--- config.mk ---
export PLATFORM = sky130hd
export DESIGN_NAME = drv_pwr_seq_flat
export DESIGN_NICKNAME = d
export VERILOG_FILES = /design/src/rtl/drv_pwr_seq_if.sv /design/src/rtl/drv_pwr_seq.sv /design/src/flat_wrapper.sv
export SDC_FILE = /design/constraint.sdc
export NUM_CORES = 2
export LEC_CHECK = 0
export CAP_MARGIN = 30
export CORE_MARGIN = 2
export CORE_UTILIZATION = 60
export CTS_CLUSTER_DIAMETER = 40
export DETAILED_ROUTE_END_ITERATION = 8
export PLACE_DENSITY_LB_ADDON = 0.2
export SETUP_SLACK_MARGIN = 0.05
export SLEW_MARGIN = 40
export SYNTH_ARGS = -nofsm -noshare
export SYNTH_HDL_FRONTEND = slang
export SYNTH_SLANG_ARGS = --single-unit
export TNS_END_PERCENT = 100
--- constraint.sdc ---
create_clock -name SYSCLK -period 6.9 [get_ports SYSCLK]
set_input_delay 0.69 -clock SYSCLK [delete_from_list [all_inputs] [get_ports SYSCLK]]
set_output_delay 0.69 -clock SYSCLK [all_outputs]
set_load 0.02 [all_outputs]
--- src/rtl/drv_pwr_seq_if.sv ---
// Bus between the drive power sequencer and the backplane: power enable,
// per-drive presence/power-good inputs and per-drive enable/status outputs.
interface drv_pwr_seq_if;
    logic        PWR_SEQ_EN;
    logic [23:0] DRV_PRSNT_N;
    logic [23:0] DRV_PWRGD;
    logic [23:0] DRV_PWR_EN;
    logic [23:0] DRV_PWROK;
    logic [23:0] DRV_FAULT;
    logic        SEQ_BUSY;

    modport master (
        output PWR_SEQ_EN,
        output DRV_PRSNT_N,
        output DRV_PWRGD,
        input  DRV_PWR_EN,
        input  DRV_PWROK,
        input  DRV_FAULT,
        input  SEQ_BUSY
    );

    modport slave (
        input  PWR_SEQ_EN,
        input  DRV_PRSNT_N,
        input  DRV_PWRGD,
        output DRV_PWR_EN,
        output DRV_PWROK,
        output DRV_FAULT,
        output SEQ_BUSY
    );
endinterface

--- src/rtl/drv_pwr_seq.sv ---
// Staggered hot-swap power sequencer for 24 drive bays: debounces presence,
// enables one drive at a time, watches power-good and latches per-drive faults.
module drv_pwr_seq #(
    parameter logic [31:0] T_DEB  = 32'd2500000,
    parameter logic [31:0] T_PGTO = 32'd5000000,
    parameter logic [31:0] T_GAP  = 32'd1250000
) (
    input logic           SYSCLK,
    input logic           RESET_N,
    drv_pwr_seq_if.slave  bus
);

    localparam int N = 24;
    localparam logic [31:0] DebLast  = (T_DEB  == 32'd0) ? 32'd0 : T_DEB  - 32'd1;
    localparam logic [31:0] PgtoLast = (T_PGTO == 32'd0) ? 32'd0 : T_PGTO - 32'd1;
    localparam logic [31:0] GapLast  = (T_GAP  == 32'd0) ? 32'd0 : T_GAP  - 32'd1;

    typedef enum logic [2:0] {
        IDLE,
        SCAN,
        ENABLE,
        WAIT_PG,
        GAP
    } state_e;

    state_e      state_q, state_d;
    logic [4:0]  idx_q, idx_d;
    logic [31:0] timer_q, timer_d;

    logic [N-1:0] prsntMeta_q, prsntSync_q;
    logic [N-1:0] pgMeta_q, pgSync_q;
    logic [N-1:0] present_q, present_d;
    logic [31:0]  debCnt_q [N];
    logic [31:0]  debCnt_d [N];

    logic [N-1:0] en_q, en_d;
    logic [N-1:0] pwrOk_q, pwrOk_d;
    logic [N-1:0] fault_q, fault_d;

    logic [4:0]  nextIdx;
    logic [31:0] timerInc;

    // Presence syncs reset to "absent" so a bay never looks populated out of reset.
    always_ff @(posedge SYSCLK or negedge RESET_N) begin
        if (!RESET_N) begin
            prsntMeta_q <= '1;
            prsntSync_q <= '1;
            pgMeta_q    <= '0;
            pgSync_q    <= '0;
        end else begin
            prsntMeta_q <= bus.DRV_PRSNT_N;
            prsntSync_q <= prsntMeta_q;
            pgMeta_q    <= bus.DRV_PWRGD;
            pgSync_q    <= pgMeta_q;
        end
    end

    always_comb begin
        present_d = present_q;
        for (int i = 0; i < N; i++) begin
            debCnt_d[i] = '0;
            if (prsntSync_q[i] == present_q[i]) begin
                if (debCnt_q[i] >= DebLast) begin
                    present_d[i] = ~prsntSync_q[i];
                end else begin
                    debCnt_d[i] = debCnt_q[i] + 32'd1;
                end
            end
        end
    end

    assign nextIdx  = (idx_q == 5'd23) ? 5'd0 : idx_q + 5'd1;
    assign timerInc = (timer_q == '1) ? timer_q : timer_q + 32'd1;

    always_comb begin
        state_d = state_q;
        idx_d   = idx_q;
        timer_d = timer_q;
        en_d    = en_q;
        fault_d = fault_q;

        case (state_q)
            IDLE: begin
                if (bus.PWR_SEQ_EN) state_d = SCAN;
            end
            SCAN: begin
                if (present_q[idx_q] && !en_q[idx_q] && !fault_q[idx_q]) begin
                    state_d = ENABLE;
                end else begin
                    idx_d = nextIdx;
                end
            end
            ENABLE: begin
                en_d[idx_q] = 1'b1;
                timer_d     = '0;
                state_d     = WAIT_PG;
            end
            WAIT_PG: begin
                if (!present_q[idx_q] || pgSync_q[idx_q]) begin
                    timer_d = '0;
                    state_d = GAP;
                end else if (timer_q >= PgtoLast) begin
                    en_d[idx_q]    = 1'b0;
                    fault_d[idx_q] = 1'b1;
                    timer_d        = '0;
                    state_d        = GAP;
                end else begin
                    timer_d = timerInc;
                end
            end
            GAP: begin
                if (timer_q >= GapLast) begin
                    idx_d   = nextIdx;
                    timer_d = '0;
                    state_d = SCAN;
                end else begin
                    timer_d = timerInc;
                end
            end
            default: state_d = IDLE;
        endcase

        // The drive under WAIT_PG is still ramping, so its low power-good is not a loss.
        for (int i = 0; i < N; i++) begin
            if (en_q[i] && !pgSync_q[i] && !(state_q == WAIT_PG && idx_q == 5'(i))) begin
                en_d[i]    = 1'b0;
                fault_d[i] = 1'b1;
            end
        end

        // Removal overrides any fault raised in the same cycle and re-arms the bay.
        for (int i = 0; i < N; i++) begin
            if (!present_q[i]) begin
                en_d[i]    = 1'b0;
                fault_d[i] = 1'b0;
            end
        end

        if (!bus.PWR_SEQ_EN) begin
            state_d = IDLE;
            idx_d   = '0;
            timer_d = '0;
            en_d    = '0;
            fault_d = '0;
        end

        pwrOk_d = en_d & pgSync_q & ~fault_d;
    end

    always_ff @(posedge SYSCLK or negedge RESET_N) begin
        if (!RESET_N) begin
            state_q   <= IDLE;
            idx_q     <= '0;
            timer_q   <= '0;
            present_q <= '0;
            en_q      <= '0;
            pwrOk_q   <= '0;
            fault_q   <= '0;
            for (int i = 0; i < N; i++) debCnt_q[i] <= '0;
        end else begin
            state_q   <= state_d;
            idx_q     <= idx_d;
            timer_q   <= timer_d;
            present_q <= present_d;
            en_q      <= en_d;
            pwrOk_q   <= pwrOk_d;
            fault_q   <= fault_d;
            for (int i = 0; i < N; i++) debCnt_q[i] <= debCnt_d[i];
        end
    end

    assign bus.DRV_PWR_EN = en_q;
    assign bus.DRV_PWROK  = pwrOk_q;
    assign bus.DRV_FAULT  = fault_q;
    assign bus.SEQ_BUSY   = (state_q != IDLE);

endmodule

--- src/flat_wrapper.sv ---
// flat-port wrapper written by rule: the top's interface ports become plain ports
module drv_pwr_seq_flat 
#(
    parameter logic [31:0] T_DEB  = 32'd2500000,
    parameter logic [31:0] T_PGTO = 32'd5000000,
    parameter logic [31:0] T_GAP  = 32'd1250000
)
  (SYSCLK, RESET_N, bus_PWR_SEQ_EN, bus_DRV_PRSNT_N, bus_DRV_PWRGD, bus_DRV_PWR_EN, bus_DRV_PWROK, bus_DRV_FAULT, bus_SEQ_BUSY);
  drv_pwr_seq_if bus_i ();
  input logic SYSCLK;
  input logic RESET_N;
  input wire logic [$bits(bus_i.PWR_SEQ_EN)-1:0] bus_PWR_SEQ_EN;
  input wire logic [$bits(bus_i.DRV_PRSNT_N)-1:0] bus_DRV_PRSNT_N;
  input wire logic [$bits(bus_i.DRV_PWRGD)-1:0] bus_DRV_PWRGD;
  output wire logic [$bits(bus_i.DRV_PWR_EN)-1:0] bus_DRV_PWR_EN;
  output wire logic [$bits(bus_i.DRV_PWROK)-1:0] bus_DRV_PWROK;
  output wire logic [$bits(bus_i.DRV_FAULT)-1:0] bus_DRV_FAULT;
  output wire logic [$bits(bus_i.SEQ_BUSY)-1:0] bus_SEQ_BUSY;
  assign bus_i.PWR_SEQ_EN = bus_PWR_SEQ_EN;
  assign bus_i.DRV_PRSNT_N = bus_DRV_PRSNT_N;
  assign bus_i.DRV_PWRGD = bus_DRV_PWRGD;
  assign bus_DRV_PWR_EN = bus_i.DRV_PWR_EN;
  assign bus_DRV_PWROK = bus_i.DRV_PWROK;
  assign bus_DRV_FAULT = bus_i.DRV_FAULT;
  assign bus_SEQ_BUSY = bus_i.SEQ_BUSY;
  drv_pwr_seq #(.T_DEB(T_DEB), .T_PGTO(T_PGTO), .T_GAP(T_GAP)) u_core (.SYSCLK(SYSCLK), .RESET_N(RESET_N), .bus(bus_i));
endmodule
# After elaboration in Yosys (flattened, before gate mapping)

Index checks and enable logic that the tools add are counted.

Bits of input ports: 51
Word-level logic and storage cells: 536
Output and inout port bits: 73
Flip-flop bits (word level): 1000

Add/sub/neg operators: 26
Equality and inequality tests: 58
Multiplexer cells: 179
Reductions and logical operators: 156
$lt $le $gt $ge: 28
Bitwise logic cells: 31

Operators with widths:

| operator                                                                 | count |
|---|---|
| 32-bit two-way mux                                                       | 53 |
| 32-bit by 1-bit adder with 32-bit output (second input constant)         | 25 |
| 32-bit by 22-bit >= comparator with 1-bit output (second input constant) | 24 |
| 24-bit two-way mux                                                       | 7 |
| 1-bit two-way mux                                                        | 101 |
| 32-bit one-hot mux with 3 select lines                                   | 1 |
| 1-bit logical AND                                                        | 75 |
| 24-bit bitwise AND                                                       | 3 |
| 1-bit logical NOT                                                        | 51 |
| 24-bit NOT                                                               | 2 |
| 24-bit bitwise OR                                                        | 2 |
| 24-bit one-hot mux with 2 select lines                                   | 1 |
| 2-bit AND reduction                                                      | 24 |
| 5-bit by 4-bit == test with 1-bit output (second input constant)         | 8 |
| 5-bit == test (second input constant)                                    | 8 |
| 32-bit == test (second input constant)                                   | 1 |
| 32-bit by 21-bit >= comparator with 1-bit output (second input constant) | 1 |
| 32-bit by 23-bit >= comparator with 1-bit output (second input constant) | 1 |
| 1-bit == test                                                            | 24 |
| 1-bit NOT                                                                | 24 |
| 1-bit binary-select mux with 5-bit select                                | 4 |
| 5-bit by 3-bit == test with 1-bit output (second input constant)         | 4 |
| 5-bit two-way mux                                                        | 4 |
| 3-bit two-way mux                                                        | 5 |
| 21 further kinds                                                         | 25 |

# Logic depth before layout (Yosys ltp)

Depth after elaboration: 14
Gate-level depth with buffers: 11
Gate-level depth less buffers: 8

# Worst setup path after synthesis

No wires, ideal clock.

Path kind: register -> register
Start: register u_core.idx_q[0]
End: register u_core.fault_q[17] (netlist: u_core.bus.DRV_FAULT[17])
Required time: 6.833 ns
Setup slack: 4.134 ns
Stages on the path, launching flop included: 11
Buffers on the path: 3
Data arrival time: 2.699 ns
Clock period less this slack: 2.766 ns
Cell sequence: dfrtp_1 buf_6 mux4_2 mux2_4 a2111oi_4 a211oi_2 or2_1 buf_6 buf_6 nor3_2 o311a_1

Word-level cells in the longest chain between the ends: 11

RTL lines:

| element                                                                                                                                       | RTL line           | RTL |
|---|---|---|
| start, declared                                                                                                                               | drv_pwr_seq.sv:27  | `logic [4:0] idx_q, idx_d;` |
| start signal, assigned                                                                                                                        | drv_pwr_seq.sv:162 | `idx_q <= idx_d;` |
| 5-bit by 6-bit less-than comparator with 1-bit output (not written as such) or 5-bit by 1-bit >= comparator with 1-bit output (tied branches) | drv_pwr_seq.sv:104 | `fault_d[idx_q] = 1'b1;` |
| 1-bit logical AND (not written as such)                                                                                                       | drv_pwr_seq.sv:104 |  |
| 1-bit two-way mux (not written as such)                                                                                                       | drv_pwr_seq.sv:104 |  |
| 1-bit demux with 5-bit select                                                                                                                 | -                  |  |
| 24-bit bitwise OR (no source line)                                                                                                            | -                  |  |
| 24-bit two-way mux                                                                                                                            | drv_pwr_seq.sv:102 | `end else if (timer_q >= PgtoLast) begin` |
| 24-bit two-way mux                                                                                                                            | drv_pwr_seq.sv:99  | `if (!present_q[idx_q] \|\| pgSync_q[idx_q]) begin` |
| 24-bit two-way mux                                                                                                                            | drv_pwr_seq.sv:82  | `case (state_q)` |
| 1-bit two-way mux (*)                                                                                                                         | drv_pwr_seq.sv:125 | `if (en_q[i] && !pgSync_q[i] && !(state_q == WAIT_PG && idx_q == 5'(i))) begin` |
| 1-bit two-way mux (*)                                                                                                                         | drv_pwr_seq.sv:133 | `if (!present_q[i]) begin` |
| 24-bit two-way mux (*)                                                                                                                        | drv_pwr_seq.sv:139 | `if (!bus.PWR_SEQ_EN) begin` |
| via u_core.fault_d[17]                                                                                                                        | drv_pwr_seq.sv:38  | `logic [N-1:0] fault_q, fault_d;` |
| end signal, assigned                                                                                                                          | drv_pwr_seq.sv:167 | `fault_q <= fault_d;` |
| end, declared                                                                                                                                 | drv_pwr_seq.sv:38  |  |

Mark *: on every way through the listed nets, which the timed path passes. The rest lies on a longest branch. The select of a mux whose other input is x is not followed.
A chain may end at the register's enable or synchronous reset.

# Final worst setup path

Start: register u_core.idx_q[0]
End: register u_core.fault_q[11] (netlist: u_core.bus.DRV_FAULT[11])

The elaborated chain is that of the path after synthesis.

==> results.yml <==
synthesis:
  ys_ff_latch: 1000
  syn-cell-area_um2: 42000
  synth_top_family_by_area: "simple AND/OR/NAND/NOR gates"
  synth_warnings: 0
  synth_top_area_share_pct: 56.8
  synth_top_area_cell: "dfrtp_1"
  synth-compound-area-share_pct: 4.28
  synthArstFlopShare_pct: 100
  synthAdderAreaFrac_pct: 0.894
  synth-simple-area-share_pct: 21.1
  synth_cell_type_count: 67
  synth-edff-count: 0
  synth_cells: 3939
  synth.area.top_cells: "dfrtp_1, nor2_1, xnor2_1"
  avgSynthCellArea_um2: 10.7
  synth_xor_area_share_pct: 10.5
  synthMuxAreaShare_pct: 1.37
  ys.flop_type: "dfrtp_1"
  synth_seq_area_share_pct: 59.8
worst_hold_path:
  holdPathStages: 0
  hold_class: "flop to flop"
detailed_routing:
  met1_length_um: 38500
  drc_errors: 0
  wl_met3_um: 5990
  vias: 28800
  dr.pass1.iters: 5
  routed_wl_um: 87600
  antenna_left: 0
  vias_per_cell: 5.32
  drt_iter0_markers: 2244
  wl_per_cell_um: 16.2
  routed.top_layer: "met5"
  met2_length_um: 40600
final_layout:
  layout_commonest_cell: "dfrtp_1"
  fin_cells: 5411
  postLayoutCellArea_um2: 50000
  layout-drive-gt1-share_pct: 7.97
  num_antenna_cells: 0
  area_growth_syn_to_layout_pct: 19.2
  nNetsFinal: 4447
  final_cell_mix: "dfrtp_1, nor2_1, nand2_1"
floorplan:
  rows: 96
  dieWidth_um: 268
  dieArea_um2: 72100
  ios: 124
  fp.dieH_um: 268
  start_util_pct: 60.9
  core-area_um2: 68900
grt:
  track_usage_pct: 25.2
  grt_start_max_net_pins: 163
  antenna_found_initial: 8
  grt_pass1_wl_um: 144000
  grt_pass1_vias: 28800
  grt_overflow_total: 0
clock_network:
  clockBufferDepth: 3
  cts_sinks: 1000
  ctsResizeCount: 0
  htreeDepth: 4
  cts_tree: "built"
  cts_buffers: 135
  clk_pin_slew_ns: 0.06
  clk_latency_ns: 0.73
  clock-root-buffer: "clkbuf_16"
worst_setup_path:
  crit_arrival_ns: 4.30
  r2r_start: "u_core.idx_q[0]"
  r2r.worst_path.cells: 8
  cp_max_fo: 20
  endpoint_kind: "flop"
  critPathCapture: "u_core.bus.DRV_FAULT[11]"
  startpoint: "u_core.idx_q[0]"
  r2r-end: "u_core.bus.DRV_FAULT[11]"
  cp.required_ns: 7.54
  r2r_slack_ns: 3.24
  start_kind: "flop"
  critPathKind: "flop to flop"
timing:
  period_needed_ns: 3.66
  timing.final.hold_violations: 0
  timing.hold.ws_ns: 0.346
  finalCritPeriodShare_pct: 53.0
  fin_tns_setup_ns: 0
  fmax_mhz: 273
  slew_headroom_pct: 49.5
  clock_skew_ns: 0.0335
  finalSetupViolCount: 0
  rsz0062_at_grt: "no"
  slew_viol_final: 0
  worstMarginPinSlew_ns: 0.758
placed_design:
  place_congestion: 0.897
  dp_hpwl_um: 56100
  placed_area_um2: 45100
  portBuffers: 123
  dp_cells: 5138
power_and_ir_drop:
  power_mw: 13.7
  leakage_nw: 21.3
  vdd_ir_drop_max_mv: 0.238
  p_per_area_nw_per_um2: 274
job:
  drv_cap: 0
run_status:
  outcome: "finished clean"
metrics by stage:
| stage | util (%) | worst slack [ns] |
|---|---|---|
| floorplan | - | 4.13 |
| global placement | 65.2 | 3.25 |
| detailed placement | 65.4 | 3.30 |
| CTS | 72.2 | 3.25 |
| global route | 72.6 | 3.05 |
| finish | 72.6 | 3.24 |
registers in the layout, summed over array words and instances, names as in the netlist, 5 cells and up:
name,cells
u_core.bus.DRV_FAULT,24
u_core.bus.DRV_PWROK,24
u_core.bus.DRV_PWR_EN,24
u_core.debCnt_q,768
u_core.idx_q,5
u_core.pgMeta_q,24
u_core.pgSync_q,24
u_core.present_q,24
u_core.prsntMeta_q,24
u_core.prsntSync_q,24
u_core.timer_q,32
cell type report:
class	count	area [um^2]
Clock buffer	161	3620
Inverter	104	390
Multi-Input combinational cell	2960	16900
Timing Repair Buffer	165	1720
Tap cell	931	1160
Sequential cell	1000	25100
Clock inverter	90	1120
Fill cell	4827	18900
per-layer routing:
metal / track usage, % / vias up
li1: - / 13900
met1: 34.0 / 14100
met2: 39.3 / 648
met3: 6.97 / 163
met4: 9.20 / 16
met5: 0 / -
timing repair:
item                                    CTS  global route
hold endpoints to repair                  0            40
setup buffers                             0             0
hold buffers                              0             1
endpoints found under the setup margin    0             0
how the worst min path moves through the flow:
stage,endpoint,from
2_1_floorplan,u_core.pgSync_q[0],u_core.pgMeta_q[0]
3_3_place_gp,u_core.pgSync_q[13],u_core.pgMeta_q[13]
3_5_place_dp,u_core.pgSync_q[13],u_core.pgMeta_q[13]
4_1_cts,u_core.debCnt_q[105],RESET_N
5_1_grt,u_core.prsntMeta_q[3],bus_DRV_PRSNT_N[3]
6_report,u_core.prsntSync_q[20],u_core.prsntMeta_q[20]
cell families after synthesis:
| logic type | Yosys count |
|---|---|
| simple gates | 1882 |
| flops | 1000 |
| xor+xnor | 504 |
| compound gates | 262 |
| buf+inv | 218 |
| mux | 42 |
| fa+ha+maj | 30 |
| other cells | 1 |
synthesized netlist by cell type, drive strengths merged (57+ instances only):
master	count
a21oi	61
nor2	770
and3	109
xnor2	254
inv	102
clkbuf	101
o21ai	57
dfrtp	952
nor3	95
nor4	100
xor2	250
nand2	294
nand3	257
power breakdown:
group	internal, mW	switching (mW)	leakage [nW]
clock	4.35	2.80	2.29
sequential	5.99	0.0861	13.1
combinational	0.160	0.318	5.89
total	10.5	3.20	21.3
critical path, cell delays in order (launching register included):
cell and delay, ns:
dfrtp_1 0.66, buf_4 0.37, mux4_1 0.59, mux2_4 0.29
a2111oi_4 0.41, a211oi_2 0.09, or2_2 0.55, nor3_1 0.40
o311a_1 0.22
Power figures use the tool's default switching activity.
